<file path="src/rtl/control_unit_top.sv">
// Decode-stage control unit: instruction decode, branch resolve and
// multiplier busy tracking with hazard stall.
module control_unit_top #(
  parameter int unsigned MULT_CYCLES = 32
) (
  input  logic       clk,
  input  logic       reset,
  input  logic [5:0] op_code,
  input  logic [5:0] control_unit_funct,
  input  logic       eq_ne,
  output logic       regwrite_d,
  output logic       regdst_d,
  output logic       alusrc_d,
  output logic       memwrite_d,
  output logic       memtoreg_d,
  output logic       se_ze,
  output logic [3:0] aluctrl_d,
  output logic [1:0] outselect_d,
  output logic       start_mult,
  output logic       mult_sign,
  output logic       output_branch,
  output logic [1:0] pcsrc,
  output logic       stall,
  output logic       mult_busy,
  output logic       illegal_instr
);

  localparam logic [3:0] ALU_AND  = 4'b0000;
  localparam logic [3:0] ALU_OR   = 4'b0001;
  localparam logic [3:0] ALU_XOR  = 4'b0010;
  localparam logic [3:0] ALU_NOR  = 4'b0011;
  localparam logic [3:0] ALU_ADD  = 4'b0100;
  localparam logic [3:0] ALU_ADDU = 4'b0101;
  localparam logic [3:0] ALU_SUB  = 4'b0110;
  localparam logic [3:0] ALU_SUBU = 4'b0111;
  localparam logic [3:0] ALU_SLT  = 4'b1000;
  localparam logic [3:0] ALU_SLTU = 4'b1001;

  localparam logic [5:0] CNT_LOAD = 6'(MULT_CYCLES - 1);

  typedef struct packed {
    logic       regwrite;
    logic       regdst;
    logic       alusrc;
    logic [3:0] aluctrl;
    logic       memwrite;
    logic       memtoreg;
    logic       se_ze;
    logic [1:0] outsel;
    logic       start;
    logic       sign;
    logic       branch;
    logic [1:0] pcsrc;
  } ctrl_t;

  typedef enum logic {IDLE, BUSY} state_t;

  state_t     state, state_nx;
  logic [5:0] cnt, cnt_nx;
  logic       ill_q;
  ctrl_t      dec, ctrl;
  logic       bad, mdu;

  logic [3:0] r_alu, i_alu;
  logic       r_ok, i_ok, i_se;

  logic op_r, op_lw, op_sw, op_beq, op_bne, op_j;
  logic f_mult, f_multu, f_mfhi, f_mflo;

  assign op_r    = op_code == 6'b000000;
  assign op_lw   = op_code == 6'b100011;
  assign op_sw   = op_code == 6'b101011;
  assign op_beq  = op_code == 6'b000100;
  assign op_bne  = op_code == 6'b000101;
  assign op_j    = op_code == 6'b000010;
  assign f_mult  = control_unit_funct == 6'b011000;
  assign f_multu = control_unit_funct == 6'b011001;
  assign f_mfhi  = control_unit_funct == 6'b010000;
  assign f_mflo  = control_unit_funct == 6'b010010;

  always_comb begin
    r_alu = ALU_AND;
    r_ok  = 1'b1;
    unique case (control_unit_funct)
      6'b100000: r_alu = ALU_ADD;
      6'b100001: r_alu = ALU_ADDU;
      6'b100010: r_alu = ALU_SUB;
      6'b100011: r_alu = ALU_SUBU;
      6'b100100: r_alu = ALU_AND;
      6'b100101: r_alu = ALU_OR;
      6'b100110: r_alu = ALU_XOR;
      6'b100111: r_alu = ALU_NOR;
      6'b101010: r_alu = ALU_SLT;
      6'b101011: r_alu = ALU_SLTU;
      default:   r_ok  = 1'b0;
    endcase
  end

  // immediate forms: arithmetic/compare sign-extend, logical zero-extend
  always_comb begin
    i_alu = ALU_AND;
    i_ok  = 1'b1;
    i_se  = 1'b0;
    unique case (op_code)
      6'b001000: begin i_alu = ALU_ADD;  i_se = 1'b1; end
      6'b001001: begin i_alu = ALU_ADDU; i_se = 1'b1; end
      6'b001010: begin i_alu = ALU_SLT;  i_se = 1'b1; end
      6'b001011: begin i_alu = ALU_SLTU; i_se = 1'b1; end
      6'b001100: i_alu = ALU_AND;
      6'b001101: i_alu = ALU_OR;
      6'b001110: i_alu = ALU_XOR;
      default:   i_ok  = 1'b0;
    endcase
  end

  always_comb begin
    dec = '0;
    bad = 1'b0;
    mdu = 1'b0;
    unique case (1'b1)
      op_r: begin
        if (r_ok) begin
          dec.regwrite = 1'b1;
          dec.regdst   = 1'b1;
          dec.aluctrl  = r_alu;
        end else if (f_mult || f_multu) begin
          dec.start = 1'b1;
          dec.sign  = f_mult;
          mdu       = 1'b1;
        end else if (f_mfhi || f_mflo) begin
          dec.regwrite = 1'b1;
          dec.regdst   = 1'b1;
          dec.outsel   = f_mfhi ? 2'b01 : 2'b10;
          mdu          = 1'b1;
        end else begin
          bad = 1'b1;
        end
      end
      i_ok: begin
        dec.regwrite = 1'b1;
        dec.alusrc   = 1'b1;
        dec.se_ze    = i_se;
        dec.aluctrl  = i_alu;
      end
      op_lw: begin
        dec.regwrite = 1'b1;
        dec.alusrc   = 1'b1;
        dec.memtoreg = 1'b1;
        dec.se_ze    = 1'b1;
        dec.aluctrl  = ALU_ADD;
      end
      op_sw: begin
        dec.memwrite = 1'b1;
        dec.alusrc   = 1'b1;
        dec.se_ze    = 1'b1;
        dec.aluctrl  = ALU_ADD;
      end
      op_beq: begin
        dec.branch = eq_ne;
        dec.pcsrc  = {1'b0, eq_ne};
      end
      op_bne: begin
        dec.branch = ~eq_ne;
        dec.pcsrc  = {1'b0, ~eq_ne};
      end
      op_j: begin
        dec.branch = 1'b1;
        dec.pcsrc  = 2'b10;
      end
      default: bad = 1'b1;
    endcase
  end

  // HI/LO users wait for the multiplier; a held MULT cannot retrigger
  assign stall = (state == BUSY) && mdu;
  assign ctrl  = stall ? '0 : dec;

  always_comb begin
    state_nx = state;
    cnt_nx   = cnt;
    unique case (state)
      IDLE: if (ctrl.start) begin
        state_nx = BUSY;
        cnt_nx   = CNT_LOAD;
      end
      BUSY: if (cnt == 6'd0) state_nx = IDLE;
            else cnt_nx = cnt - 6'd1;
    endcase
  end

  always_ff @(posedge clk or negedge reset) begin
    if (!reset) begin
      state <= IDLE;
      cnt   <= '0;
      ill_q <= 1'b0;
    end else begin
      state <= state_nx;
      cnt   <= cnt_nx;
      if (bad) ill_q <= 1'b1;
    end
  end

  assign regwrite_d    = ctrl.regwrite;
  assign regdst_d      = ctrl.regdst;
  assign alusrc_d      = ctrl.alusrc;
  assign aluctrl_d     = ctrl.aluctrl;
  assign memwrite_d    = ctrl.memwrite;
  assign memtoreg_d    = ctrl.memtoreg;
  assign se_ze         = ctrl.se_ze;
  assign outselect_d   = ctrl.outsel;
  assign start_mult    = ctrl.start;
  assign mult_sign     = ctrl.sign;
  assign output_branch = ctrl.branch;
  assign pcsrc         = ctrl.pcsrc;
  assign mult_busy     = state == BUSY;
  assign illegal_instr = ill_q;

endmodule

</file>
<file path="config.mk">
export PLATFORM = sky130hd
export DESIGN_NAME = control_unit_top
export DESIGN_NICKNAME = d
export VERILOG_FILES = /design/src/rtl/control_unit_top.sv
export SDC_FILE = /design/constraint.sdc
export NUM_CORES = 1
export LEC_CHECK = 0
export BUFFER_PORTS_ARGS = -buffer_cell sky130_fd_sc_hd__buf_4
export CORE_MARGIN = 8
export CORE_UTILIZATION = 42
export DETAILED_ROUTE_END_ITERATION = 7
export PLACE_DENSITY_LB_ADDON = 0.05
export SLEW_MARGIN = 20
export SYNTH_ARGS = -nofsm -noshare
export SYNTH_HDL_FRONTEND = slang
export SYNTH_SLANG_ARGS = --single-unit
</file>
<file path="constraint.sdc">
create_clock -name clk -period 3 [get_ports clk]
set_input_delay 0.6 -clock clk [delete_from_list [all_inputs] [get_ports clk]]
set_output_delay 0.6 -clock clk [all_outputs]
set_load 0.02 [all_outputs]
</file>
==> metrics.md <==
| Metric | Value |
|---|---|
| First DRT Iteration DRCs | 31 |
| Fmax | 0.341 GHz |
| RR Endpoint | cnt[4] |
| Dpl cells | 164 |
| Net Switching | 122 µW |
| Portion of netlist area occupied by mux cells | 2.50% |
| Synth Area in Compound Gates | 17.2% |
| Sw Ratio | 34.1% |
| Inserted Diodes | 0 |
| Placement Rows | 15 |
| Post-DP HPWL | 1.85 mm |
| FF-to-FF setup slack | 1.43 ns |
| Setup TNS | 0 ns |
| CTS tree | built |
| Worst EP arrival | 2.33 ns |
| First-pass GRT wire length | 3.84 mm |
| Top FF cell, synth | dfrtp_1 |
| Combinational Power Share | 35.4% |
| Effective utilization at floorplan | 45.3% |
| Post-synthesis sequential area ratio | 25.0% |
| Core area | 1760 µm² |
| Initial antenna violation count | 0 |
| Global route total overflow | 0 |
| Syn_area_per_cell | 7.61 µm² |
| Library cells used by synthesis | 41 |
| Total power | 358 µW |
| DR vias/cell | 5.46 |
| Seq cells post-synth | 8 |
| Drt pass-1 iters | 4 |
| Fin cells | 167 |
| Die footprint | 3560 µm² |
| Pre-CTS setup slack | 0.0737 ns |
| Synth warn | 0 |
| Synthesized instance count | 105 |
| Max cap viols | 0 |
| Htree depth | 1 |
| Total track usage | 13.6% |
| Finished Cell Area | 1120 µm² |
| Hold Violations, Final | 0 |
| RR Startpoint | cnt[0] |
| Reg power frac | 42.3% |
| Setup Fix Bufs, Post-CTS | 0 |
| Share of layout cells above drive strength 1 | 35.2% |
| Reg2reg path depth | 6 |
| Vias in the first global route | 924 |
| Remaining DRCs | 0 |
| Total CTS buffers | 3 |
| Avg WL per Cell | 13.5 µm |
| Largest family of logic cells by synthesized area | simple AND/OR/NAND/NOR gates |
| Slowest cell delay on critical path | 0.58 ns |
| Clock skew | 0.00340 ns |
| CP cell instances | buf_4 -> or3_4 -> or4_4 -> or4_4 -> nor2_4 -> buf_4 |
| Cts hold-fix bufs | 0 |
| Buffer depth of the longest clock path | 2 |
| Clock Power Share | 22.4% |
| Final Cycle Share | 97.7% |
| Largest net degree at the start of global routing | 15 |
| I/O pins | 35 |
| Synth Area in XOR/XNOR | 4.38% |
| CP Max Fanout | 5 |
| CTS Root Buffer Type | clkbuf_4 |
| Cell Area, Placed | 1100 µm² |
| Setup Crit Path Kind | in2out |
| RSZ-0062 raised after global routing | no |
| Die Ht | 59.6 µm |
| Int Pwr | 236 µW |
| Adder-cell share of the synthesized area | 1.56% |
| Setup WS post-layout | 0.0697 ns |
| Hold Path Class | in2async |
| Origin of the worst setup path | op_code[0] |
| Minimum clock period | 2.93 ns |
| Crit path to | mult_sign |
| EDFF count, synth | 0 |
| Final setup viols | 0 |
| P_leak | 0.000500 µW |
| Die width | 59.6 µm |
| Critical Path RT | 2.40 ns |
| # port buffers | 34 |
| PwrDens | 319 nW/µm² |
| Clock transition at path regs | 0.05 ns |
| Worst IR Drop VDD | 195 µV |
| Final Max Tran Viols | 0 |
| Async set or reset register ratio after synthesis | 100% |
| Area delta synth->final | 40.5% |
| Post-synth net total | 121 |
| Post-Synth Simple-Gate Area | 43.0% |
| Relative slew margins | 72.7% |
| CTS sink count | 8 |
| CTS resizes | 0 |
| Routed vias | 912 |
| Worst-Margin Slew | 0.398 ns |
| Crit end category | primary output |
| CP startpoint kind | primary input |
| Status | complete, no violations |
| Slowest CP cell | or4_4 |
| Final wirelength | 2.25 mm |
| Antenna Nets Post-Route | 0 |
| Nets | 160 |
| Post-Syn Area | 800 µm² |
| Worst-skew pair later-pin latency | 0.25 ns |
| RePlAce Congestion | 0.830 |
## power by group through the flow
stage / sequential [µW] / clock (µW) / combinational, µW
floorplan: 149 / 0 / 82.6
global placement: 152 / 0 / 126
detailed placement: 153 / 0 / 127
CTS: 151 / 83.3 / 128
global route: 154 / 93.2 / 142
finish: 151 / 80.2 / 127
## sequential cells by signal, summed over array words and instances, names as in the netlist
name           count
illegal_instr      1
cnt                6
mult_busy          1
## worst min path at each step
stage               start   endpoint  cells after the start
floorplan           reset     cnt[0]                      0
detailed placement  reset     cnt[1]                      1
global route        reset  mult_busy                      1
finish              reset     cnt[0]                      1
global placement    reset  mult_busy                      1
CTS                 reset     cnt[1]                      1
## layout make-up
type	count	area [µm²]
fill	171	641
multi-input combinational	88	557
timing repair buffer	40	300
sequential	8	200
tap	25	31.3
clock buffer	3	22.5
inverter	3	12.5
## cells in the final DEF, fill, tap and decap left out, types with 2 or more instances in the layout
| cell type | synthesis | final |
|---|---|---|
| nor2b_1 | 3 | 3 |
| clkbuf_4 | 0 | 3 |
| nand2b_1 | 7 | 7 |
| nand3_1 | 6 | 6 |
| o21ai_0 | 4 | 4 |
| o22ai_1 | 2 | 2 |
| nor3_1 | 2 | 2 |
| nand4b_1 | 2 | 2 |
| nor4_1 | 4 | 4 |
| dfrtp_1 | 8 | 8 |
| nor4b_1 | 2 | 2 |
| xnor2_1 | 2 | 2 |
| inv_1 | 2 | 2 |
| and3_1 | 3 | 3 |
| nand2_1 | 12 | 12 |
| xor2_1 | 2 | 2 |
| a21oi_1 | 2 | 2 |
| mux2i_1 | 2 | 2 |
| or4_4 | 2 | 2 |
| nor2_1 | 13 | 12 |
| buf_4 | 0 | 40 |
## per-layer routing
| metal | global-route usage (%) | vias up | routed length, µm |
|---|---|---|---|
| met5 | 0 | - | 0 |
| met4 | 8.16 | 0 | 27 |
| met3 | 2.39 | 2 | 102 |
| met2 | 22.8 | 24 | 1160 |
| met1 | 15.6 | 421 | 960 |
| li1 | - | 465 | - |
## metrics by stage
| step | util, % | hold slack, ns |
|---|---|---|
| after floorplan | - | 0.304 |
| after global placement | 62.4 | 0.422 |
| after detailed placement | 62.4 | 0.424 |
| after CTS | 63.7 | 0.153 |
| after global routing | 63.7 | 0.140 |
| final | 63.7 | 0.156 |
## cells by family after synthesis
logic type	count (synthesis)
adder cells (fa/ha/maj)	1
multiplexers	2
flip-flops	8
buffers and inverters	9
AO/OA/AOI/OAI	19
XOR/XNOR	4
AND/OR/NAND/NOR	62
## synthesized netlist by cell type, types with 2 or more instances
master	n	area (µm²)
nor2_1	13	48.8
nand2_1	12	45.0
dfrtp_1	8	200
nand2b_1	7	43.8
nand3_1	6	30.0
nor4_1	4	25.0
o21ai_0	4	20.0
and3_1	3	18.8
clkbuf_1	3	11.3
nor2b_1	3	18.8
a21oi_1	2	10.0
buf_6	2	22.5
inv_1	2	7.51
mux2i_1	2	20.0
nand4b_1	2	17.5
nor3_1	2	10.0
nor4b_1	2	17.5
o22ai_1	2	12.5
or4_4	2	22.5
xnor2_1	2	17.5
xor2_1	2	17.5
## critical path, delay by kind of cell
kind | cells | cell delay (ns)
buffers and inverters | 2 | 0.25
AND/OR/NAND/NOR | 4 | 1.48
No activity file was read; power rests on OpenSTA's default activity.
